`src/rtl/sha1_pad.sv`:
```
// SHA-1 message padder: packs 32-bit big-endian words into 512-bit blocks,
// appending the 0x80 marker, zero fill and the 64-bit bit length.
module sha1_pad #(
  parameter int unsigned N = 32
) (
  input  logic          clk,
  input  logic          rst,
  input  logic          din_valid,
  output logic          din_ready,
  input  logic [N-1:0]  din,
  input  logic          din_last,
  input  logic [2:0]    din_bytes,
  output logic          blk_valid,
  input  logic          blk_ready,
  output logic [511:0]  blk,
  output logic          blk_last
);

  localparam int unsigned W     = 32;
  localparam int unsigned WORDS = 16;
  localparam logic [W-1:0] MARK = 32'h8000_0000;

  typedef enum logic [1:0] {FILL, PAD, EMIT, EXTRA} state_t;

  state_t       state_q, state_n;
  logic [W-1:0] mem_q [WORDS];
  logic [3:0]   wi_q;
  logic [4:0]   pfree_q;
  logic [63:0]  len_q;
  logic         carry80_q;
  logic         extra_q;
  logic         last_q;

  logic         acc;
  logic [2:0]   nbytes;
  logic [6:0]   add_bits;
  logic [W-1:0] tail_word;

  // Handshake decode, byte clamp and tail-word masking with the 0x80 marker
  always_comb begin
    acc      = din_valid && (state_q == FILL);
    nbytes   = (din_bytes > 3'd4) ? 3'd4 : din_bytes;
    add_bits = din_last ? {1'b0, nbytes, 3'b000} : 7'd32;
    case (nbytes)
      3'd0:    tail_word = MARK;
      3'd1:    tail_word = {din[31:24], 24'h80_0000};
      3'd2:    tail_word = {din[31:16], 16'h8000};
      3'd3:    tail_word = {din[31:8], 8'h80};
      default: tail_word = din;
    endcase
  end

  always_comb begin
    state_n = state_q;
    case (state_q)
      FILL:  if (acc) state_n = din_last ? PAD : ((wi_q == 4'd15) ? EMIT : FILL);
      PAD:   state_n = EMIT;
      EMIT:  if (blk_ready) state_n = extra_q ? EXTRA : FILL;
      EXTRA: state_n = EMIT;
      default: state_n = FILL;
    endcase
  end

  always_ff @(posedge clk) begin
    if (rst) state_q <= FILL;
    else     state_q <= state_n;
  end

  // Buffer, counters and registered handshake outputs
  always_ff @(posedge clk) begin
    if (rst) begin
      din_ready <= 1'b1;
      blk_valid <= 1'b0;
      wi_q      <= '0;
      pfree_q   <= '0;
      len_q     <= '0;
      carry80_q <= 1'b0;
      extra_q   <= 1'b0;
      last_q    <= 1'b0;
      for (int i = 0; i < int'(WORDS); i++) mem_q[i] <= '0;
    end else begin
      din_ready <= (state_n == FILL);
      blk_valid <= (state_n == EMIT);
      case (state_q)
        FILL: begin
          if (acc) begin
            len_q <= len_q + 64'(add_bits);
            if (!din_last) begin
              mem_q[wi_q] <= din;
              if (wi_q == 4'd15) begin
                wi_q   <= '0;
                last_q <= 1'b0;
              end else begin
                wi_q <= wi_q + 4'd1;
              end
            end else if (nbytes != 3'd4) begin
              mem_q[wi_q] <= tail_word;
              pfree_q     <= 5'(wi_q) + 5'd1;
            end else begin
              mem_q[wi_q] <= din;
              if (wi_q != 4'd15) begin
                mem_q[wi_q + 4'd1] <= MARK;
                pfree_q            <= 5'(wi_q) + 5'd2;
              end else begin
                pfree_q   <= 5'd16;
                carry80_q <= 1'b1;
              end
            end
          end
        end
        PAD: begin
          for (int i = 0; i < int'(WORDS); i++)
            if (5'(i) >= pfree_q) mem_q[i] <= '0;
          // Length fits only if words 14 and 15 are still free
          if (pfree_q <= 5'd14) begin
            mem_q[14] <= len_q[63:32];
            mem_q[15] <= len_q[31:0];
            last_q    <= 1'b1;
            extra_q   <= 1'b0;
          end else begin
            last_q  <= 1'b0;
            extra_q <= 1'b1;
          end
        end
        EMIT: begin
          if (blk_ready) begin
            last_q <= 1'b0;
            if (extra_q) begin
              extra_q <= 1'b0;
            end else if (last_q) begin
              len_q     <= '0;
              wi_q      <= '0;
              carry80_q <= 1'b0;
            end
          end
        end
        EXTRA: begin
          for (int i = 0; i < int'(WORDS); i++) mem_q[i] <= '0;
          mem_q[0]  <= carry80_q ? MARK : '0;
          mem_q[14] <= len_q[63:32];
          mem_q[15] <= len_q[31:0];
          last_q    <= 1'b1;
        end
        default: ;
      endcase
    end
  end

  always_comb begin
    blk = '0;
    for (int i = 0; i < int'(WORDS); i++) blk[(WORDS-1-i)*W +: W] = mem_q[i];
  end

  assign blk_last = last_q;

endmodule

```
`config.mk`:
```
export PLATFORM = sky130hd
export DESIGN_NAME = sha1_pad
export DESIGN_NICKNAME = d
export VERILOG_FILES = /design/src/rtl/sha1_pad.sv
export SDC_FILE = /design/constraint.sdc
export NUM_CORES = 1
export LEC_CHECK = 0
export BUFFER_PORTS_ARGS = -buffer_cell sky130_fd_sc_hd__buf_2
export CORE_MARGIN = 4
export CORE_UTILIZATION = 40
export DETAILED_ROUTE_END_ITERATION = 8
export GPL_ROUTABILITY_DRIVEN = 0
export GPL_TIMING_DRIVEN = 0
export PLACE_DENSITY = 0.61
export SYNTH_ARGS = -nofsm -noshare
export SYNTH_HDL_FRONTEND = slang
export SYNTH_SLANG_ARGS = --single-unit
```
`constraint.sdc`:
```
create_clock -name clk -period 4 [get_ports clk]
set_input_delay 0.8 -clock clk [delete_from_list [all_inputs] [get_ports clk]]
set_output_delay 0.8 -clock clk [all_outputs]
set_load 0.005 [all_outputs]
```
==> results of run 1 <==
[worst max-delay path by stage]
stage                     to  cells past startpoint
4_1_cts        mem_q[13][15]                      8
3_3_place_gp       len_q[58]                     12
3_5_place_dp       len_q[44]                     12
5_1_grt          mem_q[6][9]                      8
6_report         mem_q[6][9]                      8
2_1_floorplan      len_q[58]                     10
[stage by stage]
stage | TNS [ns] | worst slack [ns] | utilization, %
2_1_floorplan | 0 | 0.847 | -
3_3_place_gp | -134.85 | -0.645 | 47.5
3_5_place_dp | -131.59 | -0.700 | 47.6
4_1_cts | 0 | 0.177 | 51.5
5_1_grt | 0 | 0.00852 | 51.5
6_report | 0 | 0.0496 | 51.5
[registers in the layout (all words and copies together), names as in the netlist]
register	count
mem_q	512
len_q	61
pfree_q	5
wi_q	4
state_q	2
blk_last	1
blk_valid	1
carry80_q	1
din_ready	1
extra_q	1
[cell type report]
cell class / instances / area [um2] / area share, %
well taps: 696 / 871 / 3.12
multi-input cells: 1626 / 9340 / 33.4
repair buffers: 555 / 2780 / 9.96
clock inverters: 17 / 168 / 0.600
diodes: 2 / 5.00 / 0.0179
flip-flops and latches: 589 / 11800 / 42.2
inverters: 20 / 75.1 / 0.269
clock buffers: 97 / 1940 / 6.95
plain buffers: 249 / 966 / 3.46
[repair_timing]
action                                  4_1_cts  5_1_grt
endpoints found under the setup margin        9        9
gates cloned                                  0        0
hold buffers                                  0        0
resized for setup                             1        1
[layer usage]
metal,up-vias,wire [um]
met5,-,13
met4,2,4190
met3,206,10200
met2,1211,45900
met1,11300,38500
li1,10200,-
[cell families (layout without fill, tap and decap cells)]
logic type	after synthesis	after routing
mux	1	1
compound gates	703	703
flops	589	589
other cells	0	2
simple gates	891	891
xor+xnor	20	20
fa+ha+maj	11	11
buf+inv	269	938
[power by group through the flow]
stage	sequential, uW	clock [uW]	combinational [uW]
after floorplan	6080	0	333
after global placement	6080	0	667
after detailed placement	6080	0	680
after CTS	5950	6010	683
after global routing	5950	6260	732
final	5950	5960	696
[critical path: stages]
cell and delay [ns]:
buf_2 0.11, clkbuf_1 0.26, nor4b_2 1.04, clkbuf_1 0.49, nand3_1 0.26, nor2_1 0.86
clkbuf_1 0.45, nor2_1 0.13
[placed cells by master, fill, tap and decap left out, types with 12 or more instances in the layout]
cell and count:
a21oi_1 167, a222oi_1 18, a22oi_1 408, and2_1 16
buf_2 571, clkbuf_1 243, clkbuf_16 69, clkbuf_8 12
dfxtp_1 589, inv_1 19, nand2_1 144, nand3_1 91
nand4_1 27, nor2_1 465, nor3_1 15, nor3_2 14
o21ai_0 26, o31ai_1 28, or3_1 14, or4_1 33
xor2_1 12
==> results.py, run 1 <==
metrics = {
    "sta": {
        "worstMarginPinSlew_ns": 1.51,
        "fmax_ghz": 0.253,
        "setup_viol": 0,
        "finalCritPeriodShare_pct": 98.8,
        "period_minus_slack_ns": 3.95,
        "clock_skew_ns": 0.0282,
        "slew-limit-headroom_pct": -1.36,
        "rsz0062_at_grt": "no",
        "worst_hold_slack_ns": 0.466,
        "drv_slew": 6,
        "hold_viol": 0,
    },
    "power": {
        "irDropWorstVdd_mv": 0.328,
        "power_switching_uw": 3080,
        "power_frac_seq_pct": 47.2,
        "pwr-share-comb_pct": 5.5,
        "fin_total_pwr_uw": 12600,
        "power.share.clock_pct": 47.3,
        "p_int_uw": 9520,
        "powerDensity_mw_per_mm2": 451,
        "switching_share_pct": 24.4,
        "p_leak_uw": 0.0121,
    },
    "clock_network": {
        "worstSkewPairLatency_ns": 0.61,
        "clkSinkCount": 589,
        "clockBufferDepth": 3,
        "path_clk_slew_ns": 0.06,
        "tritoncts": "built",
        "cts_root_buf": "clkbuf_16",
        "postCtsSetupRepairBufs": 0,
        "cts_buffers": 66,
        "htreeDepth": 3,
    },
    "yosys": {
        "synth.ff_latch_count": 589,
        "yosys_warnings": 0,
        "synth.avg_cell_area_um2": 8.90,
        "synth_xor_area_share_pct": 0.792,
        "synth-simple-area-share_pct": 18.2,
        "yosysTopAreaCell": "dfxtp_1",
        "yosys-top-cells-area": "dfxtp_1 (53%), a22oi_1 (14%), nor2_1 (7.9%), clkbuf_1 (3.8%), a21oi_1 (3.8%)",
        "syn_nets": 2535,
        "async_flop_share_pct": 0,
        "yosysMostFrequentCell": "dfxtp_1",
        "synthFlopType": "dfxtp_1",
        "syn_inst": 2484,
        "synth_compound_area_share_pct": 22.2,
        "synth_top_family_by_area": "compound AO/OA/AOI/OAI gates",
        "synth_cell_types": 63,
        "synth_top_area_share_pct": 53.3,
        "synth_edf_count": 0,
        "syn_area_mm2": 0.0221,
        "synth-seq-area-share_pct": 53.3,
        "synthAdderAreaFrac_pct": 0.656,
        "yosys-top-cells-count": "dfxtp_1 (589), nor2_1 (465), a22oi_1 (408)",
        "synth.area.mux_share_pct": 0.0679,
    },
    "route": {
        "drc_errors": 0,
        "avgRoutedWirePerCell_um": 25.7,
        "drt-initial-drc-count": 2410,
        "wirelength_um": 98800,
        "num_vias": 22900,
        "firstDrtPassIters": 6,
        "antenna_left": 0,
        "vias_per_cell": 5.94,
    },
    "die": {
        "dieWidth_um": 243,
        "die_area_mm2": 0.0591,
        "rows": 85,
        "core-area_mm2": 0.0542,
        "ioPinCount": 555,
        "fp.dieH_um": 243,
        "initial_core_util_pct": 40.8,
    },
    "setup_path": {
        "ff2ff_path_depth": 9,
        "cp.arrival_ns": 4.40,
        "crit_fanout": 10,
        "worstSetupStartpoint": "rst",
        "required_ns": 4.45,
        "worstSetupStartpointType": "input port",
        "crit_type": "in2reg",
        "timing.rr.end": "mem_q[2][25]",
        "rrSetupSlack_ns": 0.24,
        "crit_path_end_kind": "flip-flop",
        "r2r-start": "wi_q[0]",
    },
    "finish": {
        "drive_above_1_share_pct": 22.7,
        "syn2layout_area_growth_pct": 26.4,
        "layout.nets": 3158,
        "final_area_mm2": 0.0279,
        "final-instance-count-excl-fill": 3851,
        "fillers": 5116,
    },
    "global_routing": {
        "use_met1_pct": 38.9,
        "grt_overflow_total": 0,
        "grt_usage_pct": 31.7,
        "grt_pass1_wl_um": 143000,
        "grt_pass1_vias": 21700,
        "grt_busiest_layer": "met2",
        "grt_max_degree": 14,
        "grt_util_met2_pct": 51.8,
        "use_met3_pct": 9.47,
        "antenna_found_initial": 4,
    },
    "placed_design": {
        "placed_cells": 3735,
        "placed_area_mm2": 0.0258,
        "hpwl_um": 72000,
        "numPortBuffers": 554,
    },
    "flow_run": {
        "cap_viol_max_count": 1,
    },
    "status": {
        "status": "complete, but fails checks",
        "violations": "max-capacitance violations, max-slew violations",
    },
    "min_path": {
        "hold_path_class": "reg2reg",
        "hold_depth": 2,
        "holdPathEnd": "mem_q[9][28]",
        "worstHoldStart": "mem_q[9][28]",
    },
}
Power figures use the tool's default switching activity.
==> run 2: changes to the inputs <==
--- a/config.mk
+++ b/config.mk
@@ -5,13 +5,15 @@
 export SDC_FILE = /design/constraint.sdc
 export NUM_CORES = 1
 export LEC_CHECK = 0
+export ABC_AREA = 1
 export BUFFER_PORTS_ARGS = -buffer_cell sky130_fd_sc_hd__buf_2
+export CAP_MARGIN = 20
 export CORE_MARGIN = 4
 export CORE_UTILIZATION = 40
 export DETAILED_ROUTE_END_ITERATION = 8
 export GPL_ROUTABILITY_DRIVEN = 0
 export GPL_TIMING_DRIVEN = 0
-export PLACE_DENSITY = 0.61
+export PLACE_DENSITY = 0.6
 export SYNTH_ARGS = -nofsm -noshare
 export SYNTH_HDL_FRONTEND = slang
 export SYNTH_SLANG_ARGS = --single-unit
==> run 2 against run 1 <==
Effect of this change: the flow now finishes without violations; sequential share of layout area decreased by 2.3 points; first-iteration DRC count decreased by 5.9%; via count increased by 7.7%; utilization decreased by 0.45 points; clock-buffer cell count decreased by 1; global-route usage decreased by 0.077 points; cell count increased by 22%.
==> results.py, run 2 <==
metrics = {
    "finish": {
        "drive_above_1_share_pct": 22.0,
        "fillers": 5969,
        "largest_register": "mem_q",
        "reg_top3": "mem_q (512), len_q (61), pfree_q (5)",
        "final_util_pct": 51.1,
        "largest_reg_flops": 512,
        "syn2layout_area_growth_pct": 25.9,
        "layout.nets": 3915,
        "mostFrequentLayoutCell": "nand2_1",
        "final_area_mm2": 0.0296,
        "final_cell_mix": "nand2_1 (1100), buf_2 (694), dfxtp_1 (589)",
    },
    "power": {
        "power.share.clock_pct": 48.2,
        "fin_total_pwr_uw": 13400,
        "p_leak_uw": 0.0135,
        "power_frac_seq_pct": 44.8,
        "powerDensity_mw_per_mm2": 454,
        "irDropWorstVdd_mv": 0.291,
        "p_int_uw": 10100,
        "switching_share_pct": 24.9,
        "power_switching_uw": 3350,
        "pwr-share-comb_pct": 7.0,
    },
    "sta": {
        "finalCritPeriodShare_pct": 74.7,
        "rsz0062_at_grt": "no",
        "worstMarginPinSlew_ns": 1.21,
        "fmax_ghz": 0.335,
        "clock_skew_ns": 0.0154,
        "setup_viol": 0,
        "period_minus_slack_ns": 2.99,
        "slew-limit-headroom_pct": 19.0,
        "hold_viol": 0,
        "tns_ns": 0,
        "drv_slew": 0,
    },
    "clock_network": {
        "cts_buffers": 66,
        "cts_root_buf": "clkbuf_16",
        "postCtsHoldBufs": 0,
        "tritoncts": "built",
        "worstSkewPairLatency_ns": 0.60,
        "clockBufferDepth": 3,
        "ctsResizeCount": 0,
        "postCtsSetupRepairBufs": 0,
        "path_clk_slew_ns": 0.06,
        "clkSinkCount": 589,
        "htreeDepth": 3,
    },
    "setup_path": {
        "rrSetupSlack_ns": 1.02,
        "crit_fanout": 7,
        "worstSetupStartpointType": "input port",
        "worstSetupStartpoint": "din_last",
        "ff2ff_path_depth": 9,
        "slowest_stage": "nor2_2",
        "r2r-start": "wi_q[0]",
        "critical_path.cell_chain": "buf_2 > inv_1 > nor2_2 > inv_1 > nor2_1 > ha_1 > fa_1 > nand2_1 > a21oi_1 > nand3_1 > nor2_2 > nand2_1 > nor2_2 > nand2_1 > nor2_1 > nor2_1",
        "crit_path_end_kind": "flip-flop",
        "critical-path-max-stage-delay_ns": 0.32,
        "crit_type": "in2reg",
        "required_ns": 4.50,
        "cp.arrival_ns": 3.49,
        "timing.rr.end": "mem_q[14][27]",
    },
    "yosys": {
        "yosysTopAreaCell": "dfxtp_1",
        "yosys-top-cells-count": "nand2_1 (1100), dfxtp_1 (589), a21oi_1 (497)",
        "synth_cell_types": 45,
        "yosys_warnings": 0,
        "yosysMostFrequentCell": "nand2_1",
        "async_flop_share_pct": 0,
        "syn_inst": 3240,
        "synth.ff_latch_count": 589,
        "yosys-top-cells-area": "dfxtp_1 (50%), nand2_1 (18%), a21oi_1 (11%), nand3_1 (4.3%), nor2_1 (3.4%)",
        "synth.avg_cell_area_um2": 7.25,
        "synth_edf_count": 0,
        "syn_area_mm2": 0.0235,
        "syn_nets": 3291,
        "synth-seq-area-share_pct": 50.2,
        "synth_top_area_share_pct": 50.2,
        "synthFlopType": "dfxtp_1",
    },
    "die": {
        "dieWidth_um": 250,
        "rows": 88,
        "initial_core_util_pct": 40.6,
        "core-area_mm2": 0.0579,
        "fp.dieH_um": 250,
        "ioPinCount": 555,
        "die_area_mm2": 0.0627,
    },
    "min_path": {
        "worstHoldStart": "rst",
        "hold_path_class": "in2reg",
        "holdPathEnd": "state_q[0]",
        "hold_depth": 2,
    },
    "placed_design": {
        "numPortBuffers": 554,
        "hpwl_um": 78400,
        "placed_area_mm2": 0.0273,
    },
    "global_routing": {
        "grt_usage_pct": 31.6,
        "grt_pass1_wl_um": 150000,
        "antenna_found_initial": 8,
        "grt_pass1_vias": 22500,
        "grt_max_degree": 14,
        "grt_overflow_total": 0,
    },
    "route": {
        "drt-initial-drc-count": 2269,
        "antenna_left": 0,
        "vias_per_cell": 5.26,
        "wirelength_um": 104000,
        "firstDrtPassIters": 6,
        "avgRoutedWirePerCell_um": 22.3,
        "num_vias": 24600,
        "drc_errors": 0,
    },
    "flow_run": {
        "cap_viol_max_count": 0,
    },
    "status": {
        "status": "finished clean",
    },
}
==> run 2: changes by cell type after synthesis, moves of 28 or more <==
cell / before / now
a22oi_1: 408 / 7
nand2_1: 144 / 1100
or4_1: 33 / 0
o31ai_1: 28 / 0
nand3_1: 91 / 202
nor2_1: 465 / 215
inv_1: 19 / 177
clkbuf_1: 226 / 50
buf_2: 17 / 140
a21oi_1: 167 / 497
==> run 2: area by class of cell <==
cell class | count | area [um2] | area share (%)
clock buffer | 96 | 1980 | 6.68
antenna | 3 | 7.51 | 0.0254
multi-input combinational | 2252 | 10000 | 33.9
inverter | 197 | 739 | 2.50
tap | 765 | 957 | 3.24
buffer | 202 | 937 | 3.17
sequential | 589 | 11800 | 39.9
timing repair buffer | 556 | 2800 | 9.48
clock inverter | 21 | 333 | 1.13
==> run 2: per-layer routing <==
| metal | wire length [um] | up-vias | track usage (%) |
|---|---|---|---|
| li1 | - | 11800 | - |
| met1 | 42800 | 11600 | 41.1 |
| met2 | 48800 | 1137 | 52.4 |
| met3 | 8790 | 186 | 6.38 |
| met4 | 3790 | 6 | 11.2 |
| met5 | 41 | - | 0 |
==> run 2: cell families (layout without fill, tap and decap cells) <==
| family | Yosys count | in the layout | synth area share, % |
|---|---|---|---|
| AOI/OAI and AO/OA | 629 | 629 | 14.1 |
| xor gates and xnor gates | 1 | 1 | 0.0373 |
| adders and majority gates | 11 | 11 | 0.618 |
| buffers and inverters | 399 | 1072 | 7.13 |
| DFF | 589 | 589 | 50.2 |
| other | 0 | 3 | 0 |
| and+or+nand+nor | 1611 | 1611 | 27.9 |
==> run 2: stage by stage <==
| stage | hold WS, ns | setup slack, ns | cells |
|---|---|---|---|
| 2_1_floorplan | 0.437 | 1.23 | 3240 |
| 3_3_place_gp | 0.446 | 0.538 | 4559 |
| 3_5_place_dp | 0.449 | 0.522 | 4561 |
| 4_1_cts | 0.406 | 1.03 | 4678 |
| 5_1_grt | 0.429 | 0.761 | 4679 |
| 6_report | 0.433 | 1.01 | 4681 |
==> run 2: how the worst max path moves through the flow <==
stage | endpoint | slack [ns] | depth (start not counted)
after floorplan | len_q[37] | 1.23 | 15
after global placement | len_q[37] | 0.54 | 15
after detailed placement | len_q[37] | 0.52 | 16
after CTS | mem_q[14][27] | 1.03 | 9
after global routing | len_q[37] | 0.76 | 16
final | len_q[37] | 1.01 | 16
==> run 2: worst max-delay path: cells and delay by family <==
kind,cells,cell delay [ns]
AO/OA/AOI/OAI,1,0.27
adder cells (fa/ha/maj),2,0.43
buffers and inverters,3,0.31
AND/OR/NAND/NOR,10,1.67
==> run 2: power by group through the flow <==
stage / logic [uW] / registers, uW / clock network, uW
2_1_floorplan: 456 / 6140 / 0
3_3_place_gp: 921 / 6140 / 0
3_5_place_dp: 925 / 6140 / 0
4_1_cts: 928 / 6020 / 6530
5_1_grt: 992 / 6020 / 6780
6_report: 938 / 6020 / 6480
==> run 3: changes to the inputs <==
--- a/config.mk
+++ b/config.mk
@@ -5,7 +5,7 @@
 export SDC_FILE = /design/constraint.sdc
 export NUM_CORES = 1
 export LEC_CHECK = 0
-export ABC_AREA = 1
+export ABC_AREA = 0
 export BUFFER_PORTS_ARGS = -buffer_cell sky130_fd_sc_hd__buf_2
 export CAP_MARGIN = 20
 export CORE_MARGIN = 4
@@ -13,7 +13,7 @@
 export DETAILED_ROUTE_END_ITERATION = 8
 export GPL_ROUTABILITY_DRIVEN = 0
 export GPL_TIMING_DRIVEN = 0
-export PLACE_DENSITY = 0.6
+export PLACE_DENSITY = 0.63
 export SYNTH_ARGS = -nofsm -noshare
 export SYNTH_HDL_FRONTEND = slang
 export SYNTH_SLANG_ARGS = --single-unit
==> constraint.sdc (replaced) <==
create_clock -name clk -period 2.56 [get_ports clk]
set_input_delay 0.512 -clock clk [delete_from_list [all_inputs] [get_ports clk]]
set_output_delay 0.512 -clock clk [all_outputs]
set_load 0.005 [all_outputs]
==> run 3 against run 2 <==
Effect of this change: first-iteration DRC count rose by 19%; largest power group unchanged; the flow now finishes with violations (negative setup slack); clock-buffer cell count fell by 4; critical endpoint is now mem_q[11][11]; sequential cell count did not move; cell count fell by 17%; register-to-register slack got worse by 1.0 ns; sequential power rose by 54%; utilization rose by 3.2 points.
==> results.py, run 3 (synthesis results as in run 1) <==
metrics = {
    "placed_design": {
        "place_ws_ns": -1.51,
        "numPortBuffers": 554,
        "hpwl_um": 71800,
    },
    "setup_path": {
        "ff2ff_path_depth": 8,
        "rrSetupSlack_ns": -0.003,
        "required_ns": 3.09,
        "r2r-start": "state_q[0]",
        "crit_type": "reg2reg",
        "worstSetupStartpointType": "flip-flop",
        "cp.arrival_ns": 3.09,
        "timing.rr.end": "mem_q[11][11]",
        "crit_path_end_kind": "flip-flop",
        "crit_fanout": 10,
    },
    "global_routing": {
        "grt_max_degree": 14,
        "grt_pass1_vias": 21800,
        "antenna_found_initial": 5,
        "grt_pass1_wl_um": 143000,
        "grt_usage_pct": 31.6,
        "grt_overflow_total": 0,
    },
    "route": {
        "num_vias": 23200,
        "drt-initial-drc-count": 2701,
        "avgRoutedWirePerCell_um": 25.5,
        "firstDrtPassIters": 9,
        "drc_errors": 0,
        "antenna_left": 0,
        "wirelength_um": 99500,
        "vias_per_cell": 5.94,
    },
    "clock_network": {
        "worstSkewPairLatency_ns": 0.62,
        "clockBufferDepth": 3,
        "tritoncts": "built",
        "cts_buffers": 66,
        "cts_root_buf": "clkbuf_16",
        "path_clk_slew_ns": 0.06,
        "htreeDepth": 3,
        "clkSinkCount": 589,
    },
    "status": {
        "status": "complete, but fails checks",
        "violations": "negative setup slack",
    },
    "power": {
        "p_leak_uw": 0.0131,
        "irDropWorstVdd_mv": 0.578,
        "power_switching_uw": 4910,
        "powerDensity_mw_per_mm2": 697,
        "power_frac_seq_pct": 45.3,
        "switching_share_pct": 23.9,
        "power.share.clock_pct": 48.8,
        "pwr-share-comb_pct": 5.9,
        "p_int_uw": 15600,
    },
    "finish": {
        "mostFrequentLayoutCell": "dfxtp_1",
        "largest_reg_flops": 512,
        "layout.nets": 3204,
        "largest_register": "mem_q",
        "syn2layout_area_growth_pct": 33.1,
        "final_cell_mix": "dfxtp_1 (585), buf_2 (573), nor2_1 (443)",
        "drive_above_1_share_pct": 30.7,
        "reg_top3": "mem_q (512), len_q (61), pfree_q (5)",
    },
    "die": {
        "initial_core_util_pct": 40.8,
        "die_area_mm2": 0.0591,
        "core-area_mm2": 0.0542,
        "fp.dieH_um": 243,
        "dieWidth_um": 243,
        "rows": 85,
        "ioPinCount": 555,
    },
    "sta": {
        "setup_viol": 1,
        "hold_viol": 0,
        "worstMarginPinSlew_ns": 0.864,
        "clock_skew_ns": 0.0306,
        "fin_ws_ns": -0.00340,
        "slew-limit-headroom_pct": 42.4,
        "finalCritPeriodShare_pct": 100,
        "drv_slew": 0,
        "fmax_ghz": 0.390,
        "tns_ns": -0.00340,
        "period_minus_slack_ns": 2.56,
    },
    "min_path": {
        "hold_path_class": "in2reg",
        "worstHoldStart": "blk_ready",
        "holdPathEnd": "extra_q",
        "hold_depth": 2,
    },
    "flow_run": {
        "cap_viol_max_count": 0,
    },
}
## run 3: cell types whose count changed in the layout (fill, tap and decap cells not counted), sizes merged, moves of 142 or more
cell | before | now
a21oi | 502 | 167
a22oi | 7 | 413
clkbuf | 146 | 288
inv | 198 | 23
nand2 | 1105 | 145
nor2 | 236 | 466
## run 3: area by class of cell
class / instances / area [um2]
fillers: 4954 / 24800
flip-flops and latches: 589 / 11800
multi-input cells: 1628 / 9940
repair buffers: 618 / 3320
clock buffers: 92 / 1940
plain buffers: 230 / 1120
well taps: 696 / 871
clock inverters: 26 / 357
inverters: 20 / 77.6
diodes: 3 / 7.51
## run 3: worst max path at each step
stage / from / end
2_1_floorplan: din_last / len_q[57]
3_3_place_gp: rst / mem_q[5][19]
3_5_place_dp: rst / mem_q[5][3]
4_1_cts: state_q[1] / mem_q[8][8]
5_1_grt: wi_q[0] / mem_q[0][16]
6_report: state_q[0] / mem_q[11][11]
## run 3: routing by layer
layer	vias to the layer above	global-route usage (%)	share of wire (%)
met1	11200	38.8	38
met2	1390	50.8	45
met3	289	10.1	11
met4	4	14.7	5.6
met5	-	0	0.026
li1	10300	-	-
## run 3: repair_timing
action / 4_1_cts / 5_1_grt
endpoints found under the setup margin: 562 / 412
gates cloned: 1 / 2
hold buffers: 0 / 0
gates resized for setup: 208 / 114
pin swaps: 14 / 13
setup buffers: 33 / 17
## run 3: power by group through the flow
stage | combinational [uW] | clock (uW) | sequential [uW]
after floorplan | 524 | 0 | 9500
after global placement | 1030 | 0 | 9500
after detailed placement | 1060 | 0 | 9500
after CTS | 1150 | 10100 | 9300
after global routing | 1260 | 10500 | 9310
final | 1200 | 10000 | 9300
## run 3: through the flow
step	area (um2)	power (uW)	std cells	hold WS, ns	utilization, %
after floorplan	22200	10000	2484	0.438	-
after global placement	25800	10500	3734	0.450	47.6
after detailed placement	25900	10600	3747	0.456	47.8
after CTS	29100	20500	3885	0.144	53.7
after global routing	29400	21000	3900	0.177	54.2
final	29400	20500	3902	0.176	54.2
## run 3: critical path: stages, from the launching register on
cell	delay, ns
dfxtp_2	0.45
nor4b_4	0.09
buf_4	0.17
nand3_2	0.16
and2_1	0.21
clkbuf_1	0.67
buf_2	0.46
a22oi_1	0.15
nor2_1	0.11
